--- config.mk ---
export PLATFORM = sky130hd
export DESIGN_NAME = seq_sub_chunked_flat
export DESIGN_NICKNAME = d
export VERILOG_FILES = /design/src/rtl/seq_sub_chunked_if.sv /design/src/rtl/seq_sub_chunked.sv /design/src/flat_wrapper.sv
export SDC_FILE = /design/constraint.sdc
export NUM_CORES = 1
export LEC_CHECK = 0
export ABC_CLOCK_PERIOD_IN_PS = 11200
export BUFFER_PORTS_ARGS = -buffer_cell sky130_fd_sc_hd__buf_2
export CORE_MARGIN = 3
export CORE_UTILIZATION = 60
export CTS_CLUSTER_DIAMETER = 40
export CTS_CLUSTER_SIZE = 12
export DETAILED_ROUTE_END_ITERATION = 7
export HOLD_SLACK_MARGIN = 0.1
export PLACE_DENSITY = 0.85
export SLEW_MARGIN = 20
export SYNTH_ARGS = -nofsm -noshare
export SYNTH_HDL_FRONTEND = slang
export SYNTH_SLANG_ARGS = --single-unit
--- constraint.sdc ---
create_clock -name clk_i -period 11.2 [get_ports clk_i]
set_clock_uncertainty 0.2 [all_clocks]
set_input_delay 1.68 -clock clk_i [delete_from_list [all_inputs] [get_ports clk_i]]
set_output_delay 1.68 -clock clk_i [all_outputs]
set_load 0.05 [all_outputs]
--- src/rtl/seq_sub_chunked_if.sv ---
// rtl/seq_sub_chunked_if.sv - operand/result handshake bundle for the chunked subtractor
interface seq_sub_chunked_if #(
    parameter int width = 32
);
    logic             in_valid_i;
    logic             in_ready_o;
    logic [width-1:0] A_i;
    logic [width-1:0] B_i;
    logic             out_valid_o;
    logic             out_ready_i;
    logic [width-1:0] D_o;
    logic             borrow_o;
    logic             zero_o;
    logic             ovf_o;

    modport slave (
        input  in_valid_i,
        input  A_i,
        input  B_i,
        input  out_ready_i,
        output in_ready_o,
        output out_valid_o,
        output D_o,
        output borrow_o,
        output zero_o,
        output ovf_o
    );

    modport master (
        output in_valid_i,
        output A_i,
        output B_i,
        output out_ready_i,
        input  in_ready_o,
        input  out_valid_o,
        input  D_o,
        input  borrow_o,
        input  zero_o,
        input  ovf_o
    );
endinterface

--- src/rtl/seq_sub_chunked.sv ---
// rtl/seq_sub_chunked.sv - multi-cycle D = A - B, one chunk per cycle, LSB chunk first
module seq_sub_chunked #(
    parameter int width = 32,
    parameter int chunk = 8
) (
    input  logic               clk_i,
    input  logic               rst_ni,
    seq_sub_chunked_if.slave   bus
);
    localparam int N  = width / chunk;
    localparam int CW = (N > 1) ? $clog2(N) : 1;
    localparam logic [CW-1:0] LAST = CW'(N - 1);

    localparam logic [1:0] S_IDLE = 2'd0;
    localparam logic [1:0] S_RUN  = 2'd1;
    localparam logic [1:0] S_DONE = 2'd2;

    logic [1:0]       r_state;
    logic [CW-1:0]    r_cnt;
    logic             r_carry;
    logic [width-1:0] r_a;
    logic [width-1:0] r_b;
    logic [width-1:0] r_acc;
    logic [width-1:0] r_d_o;
    logic             r_borrow;
    logic             r_zero;
    logic             r_ovf;

    logic [chunk-1:0] w_a_k;
    logic [chunk-1:0] w_b_k;
    logic [chunk:0]   w_sum;
    logic [width-1:0] w_d_full;
    logic             w_accept;
    logic             w_last;

    // Subtraction as A + ~B + carry; carry=1 on entry means "no borrow yet".
    always_comb begin
        w_a_k    = r_a[r_cnt*chunk +: chunk];
        w_b_k    = r_b[r_cnt*chunk +: chunk];
        w_sum    = {1'b0, w_a_k} + {1'b0, ~w_b_k} + {{chunk{1'b0}}, r_carry};
        w_d_full = r_acc;
        w_d_full[r_cnt*chunk +: chunk] = w_sum[chunk-1:0];
    end

    assign w_accept = (r_state == S_IDLE) && bus.in_valid_i && rst_ni;
    assign w_last   = (r_cnt == LAST);

    always_ff @(posedge clk_i) begin
        if (!rst_ni) begin
            r_state  <= S_IDLE;
            r_cnt    <= '0;
            r_carry  <= 1'b1;
            r_a      <= '0;
            r_b      <= '0;
            r_acc    <= '0;
            r_d_o    <= '0;
            r_borrow <= 1'b0;
            r_zero   <= 1'b0;
            r_ovf    <= 1'b0;
        end else begin
            case (r_state)
                S_IDLE: begin
                    if (w_accept) begin
                        r_a     <= bus.A_i;
                        r_b     <= bus.B_i;
                        r_carry <= 1'b1;
                        r_cnt   <= '0;
                        r_state <= S_RUN;
                    end
                end
                S_RUN: begin
                    r_acc   <= w_d_full;
                    r_carry <= w_sum[chunk];
                    r_cnt   <= r_cnt + CW'(1);
                    if (w_last) begin
                        // Published result only changes here, so D_o holds the previous answer during RUN.
                        r_d_o    <= w_d_full;
                        r_borrow <= ~w_sum[chunk];
                        r_zero   <= (w_d_full == '0);
                        r_ovf    <= (r_a[width-1] != r_b[width-1]) &&
                                    (w_d_full[width-1] != r_a[width-1]);
                        r_cnt    <= '0;
                        r_state  <= S_DONE;
                    end
                end
                S_DONE: begin
                    if (bus.out_ready_i) begin
                        r_state <= S_IDLE;
                    end
                end
                default: begin
                    r_state <= S_IDLE;
                end
            endcase
        end
    end

    assign bus.in_ready_o  = rst_ni && (r_state == S_IDLE);
    assign bus.out_valid_o = (r_state == S_DONE);
    assign bus.D_o         = r_d_o;
    assign bus.borrow_o    = r_borrow;
    assign bus.zero_o      = r_zero;
    assign bus.ovf_o       = r_ovf;
endmodule

--- src/flat_wrapper.sv ---
// flat-port wrapper written by rule: the top's interface ports become plain ports
module seq_sub_chunked_flat 
#(
    parameter int width = 32,
    parameter int chunk = 8
)
  (clk_i, rst_ni, bus_in_valid_i, bus_A_i, bus_B_i, bus_out_ready_i, bus_in_ready_o, bus_out_valid_o, bus_D_o, bus_borrow_o, bus_zero_o, bus_ovf_o);
  seq_sub_chunked_if #(.width(width)) bus_i ();
  input  logic clk_i;
  input  logic rst_ni;
  input wire logic [$bits(bus_i.in_valid_i)-1:0] bus_in_valid_i;
  input wire logic [$bits(bus_i.A_i)-1:0] bus_A_i;
  input wire logic [$bits(bus_i.B_i)-1:0] bus_B_i;
  input wire logic [$bits(bus_i.out_ready_i)-1:0] bus_out_ready_i;
  output wire logic [$bits(bus_i.in_ready_o)-1:0] bus_in_ready_o;
  output wire logic [$bits(bus_i.out_valid_o)-1:0] bus_out_valid_o;
  output wire logic [$bits(bus_i.D_o)-1:0] bus_D_o;
  output wire logic [$bits(bus_i.borrow_o)-1:0] bus_borrow_o;
  output wire logic [$bits(bus_i.zero_o)-1:0] bus_zero_o;
  output wire logic [$bits(bus_i.ovf_o)-1:0] bus_ovf_o;
  assign bus_i.in_valid_i = bus_in_valid_i;
  assign bus_i.A_i = bus_A_i;
  assign bus_i.B_i = bus_B_i;
  assign bus_i.out_ready_i = bus_out_ready_i;
  assign bus_in_ready_o = bus_i.in_ready_o;
  assign bus_out_valid_o = bus_i.out_valid_o;
  assign bus_D_o = bus_i.D_o;
  assign bus_borrow_o = bus_i.borrow_o;
  assign bus_zero_o = bus_i.zero_o;
  assign bus_ovf_o = bus_i.ovf_o;
  seq_sub_chunked #(.width(width), .chunk(chunk)) u_core (.clk_i(clk_i), .rst_ni(rst_ni), .bus(bus_i));
endmodule
==> results_dict.tcl <==
set metrics [dict create \
    final_cell_mix "168 x nand2_1, 136 x dfxtp_1, 103 x buf_2, 77 x o21ai_0, 31 x nor2_1" \
    cp-start-kind "primary input" \
    root_buffer "clkbuf_8" \
    syn_area_um2 6220 \
    routed_wl_um 15700 \
    relSlewSlack_pct 29.8 \
    busiest_layer "met2" \
    numClockSinks 136 \
    status "finished clean" \
    routedWlPerCell_um 16.6 \
    synth_edf_count 0 \
    ys_warn_count 0 \
    drc 0 \
    powerDensity_nw_per_um2 171 \
    core_um2 9910 \
    grt-ovfl-total 0 \
    first_iter_violations 565 \
    grt_max_degree 132 \
    rows 36 \
    final-hold-violation-count 0 \
    area_delta_synth_final_pct 17.9 \
    fin_util_pct 74.0 \
    layout_commonest_cell "nand2_1" \
    antennaDiodeCount 0 \
    grt_use_met1_pct 34.8 \
    drt-pass1-iter-count 6 \
    die_area_um2 11600 \
    min_path_type "reg2reg" \
    gp_congestion 0.921 \
    met3_usage_pct 5.28 \
    hpwl_um 10500 \
    min_period_ns 4.52 \
    grt_pass1_wl_um 25400 \
    port_buffers 104 \
    cts_tree "done" \
    end_kind "output port" \
    drv_cap 0 \
    dpl_worst_slack_ns 6.68 \
    cts_setup_buffers 0 \
    fin_crit_sh_pct 40.4 \
    num_vias 5604 \
    power_leakage_nw 3.14 \
    cts_hold_buf 0 \
    critPathKind "in2out" \
    fmax_mhz 221 \
    fin_cells 943 \
    tns_ns 0 \
    die_w_um 108 \
    async_flop_share_pct 0 \
    die_height_um 108 \
    worst_slack_ns 6.68 \
    critical_path_arrival_ns 2.64 \
    synth_cell_types 52 \
    tightest_slew_ns 1.05 \
    required_ns 9.32 \
    io_pins 105 \
    met2_usage_pct 45.5 \
    ant_nets 0 \
    cts_resized 0 \
    dp_cells 912 \
    setup_viol 0 \
    synth_seq_area_share_pct 43.8 \
    grt_use_total_pct 27.5 \
    vias_per_cell 5.94 \
    start_util_pct 62.7 \
    antenna_found_initial 0 \
    layout-drive-gt1-share_pct 20.6 \
    grt_pass1_vias 5358 \
    clk_pin_slew_ns 0.06 \
    numCtsBuffers 17 \
    synth_ff_type "dfxtp_1" \
    h-tree-depth 4 \
    crit_fanout 59 \
    syn_inst 718 \
    rsz0062_at_grt "false" \
    cts_buffer_depth 2 \
    slew_viol_final 0 \
    syn_nets 801 \
    ys_ff_latch 136 \
    avgSynthCellArea_um2 8.66 \
    fin_nets 882 \
    ir_drop_mv 0.0912 \
    clock_latency_ns 0.52 \
]
report_power, final:
part | internal (mW) | total (mW) | leakage, nW | switching, mW
registers | 0.508 | 0.522 | 1.11 | 0.0138
clock network | 0.303 | 0.511 | 0.258 | 0.208
logic | 0.0784 | 0.222 | 1.77 | 0.144
worst max-delay path: stages:
cell and delay [ns]:
buf_4 0.40, nand2b_1 0.13, nor2_1 0.14, buf_2 0.28
per-layer routing:
metal	wire [um]	up-vias
li1	-	2670
met3	1020	35
met1	6530	2667
met2	7800	232
met5	0	-
met4	352	0
flip-flops by register name, summed over array words and instances, names as in the netlist:
| register | cells |
|---|---|
| u_core.bus.D_o | 32 |
| u_core.r_a | 32 |
| u_core.r_acc | 32 |
| u_core.r_b | 32 |
| u_core.r_cnt | 2 |
| u_core.r_state | 2 |
| u_core.bus.borrow_o | 1 |
| u_core.bus.ovf_o | 1 |
| u_core.bus.zero_o | 1 |
| u_core.r_carry | 1 |
cells by family after synthesis:
family / after synthesis / synth area share [%]
AOI/OAI and AO/OA: 178 / 19.2
xor gates and xnor gates: 6 / 0.966
adders and majority gates: 15 / 3.26
buffers and inverters: 73 / 4.63
DFF: 136 / 43.8
muxes: 17 / 5.96
and+or+nand+nor: 293 / 22.2
cells in the mapped netlist (2+ instances only):
| library cell | count | share of area (%) |
|---|---|---|
| a21boi_0 | 2 | 0.24 |
| nor2b_1 | 30 | 3.0 |
| and4_1 | 2 | 0.28 |
| a31oi_1 | 3 | 0.30 |
| nand3b_1 | 3 | 0.36 |
| a21oi_1 | 11 | 0.89 |
| nand2_1 | 168 | 10 |
| o211a_1 | 21 | 3.4 |
| buf_2 | 5 | 0.40 |
| mux4_2 | 16 | 5.8 |
| xnor2_1 | 2 | 0.28 |
| nand4_1 | 4 | 0.40 |
| nand2b_1 | 4 | 0.40 |
| nor2_1 | 32 | 1.9 |
| dfxtp_1 | 136 | 44 |
| xor2_1 | 3 | 0.42 |
| or4_1 | 2 | 0.24 |
| nor3b_1 | 18 | 2.2 |
| nand3_1 | 7 | 0.56 |
| nor4_1 | 4 | 0.40 |
| o31ai_1 | 2 | 0.24 |
| nor3_1 | 7 | 0.56 |
| a32oi_1 | 2 | 0.28 |
| ha_1 | 13 | 2.6 |
| o21ai_0 | 77 | 6.2 |
| inv_1 | 23 | 1.4 |
| a21o_1 | 4 | 0.48 |
| o22ai_1 | 5 | 0.50 |
| fa_1 | 2 | 0.64 |
| a22oi_1 | 27 | 3.3 |
| clkbuf_1 | 38 | 2.3 |
| and2_1 | 4 | 0.40 |
| a211oi_1 | 2 | 0.24 |
| o21ai_1 | 2 | 0.16 |
| buf_1 | 5 | 0.30 |
| a221oi_1 | 16 | 2.3 |
metrics by stage:
| step | power, mW | cell area [um^2] | hold slack, ns |
|---|---|---|---|
| floorplan | 0.680 | 6220 | 0.233 |
| global placement | 0.737 | 6760 | 0.241 |
| detailed placement | 0.746 | 6760 | 0.250 |
| CTS | 1.25 | 7300 | 0.259 |
| global route | 1.30 | 7330 | 0.279 |
| finish | 1.25 | 7330 | 0.258 |
layout make-up:
class	count	area, um^2
clock buffer	19	442
clock inverter	11	101
fill	730	2580
tap	133	166
inverter	24	90.1
timing repair buffer	111	596
sequential	136	2720
multi-input combinational	509	3210
final timing paths:
kind,start,endpoint,slack [ns],cells after the start
worst min-delay path,u_core.r_b[23],u_core.r_b[23],0.26,2
worst max-delay path,rst_ni,bus_in_ready_o,6.68,4
worst min register to register,u_core.r_b[23],u_core.r_b[23],0.26,2
worst max register to register,u_core.r_cnt[1],u_core.bus.zero_o,7.30,9
Note: power is estimated with default switching activity, not from simulation.
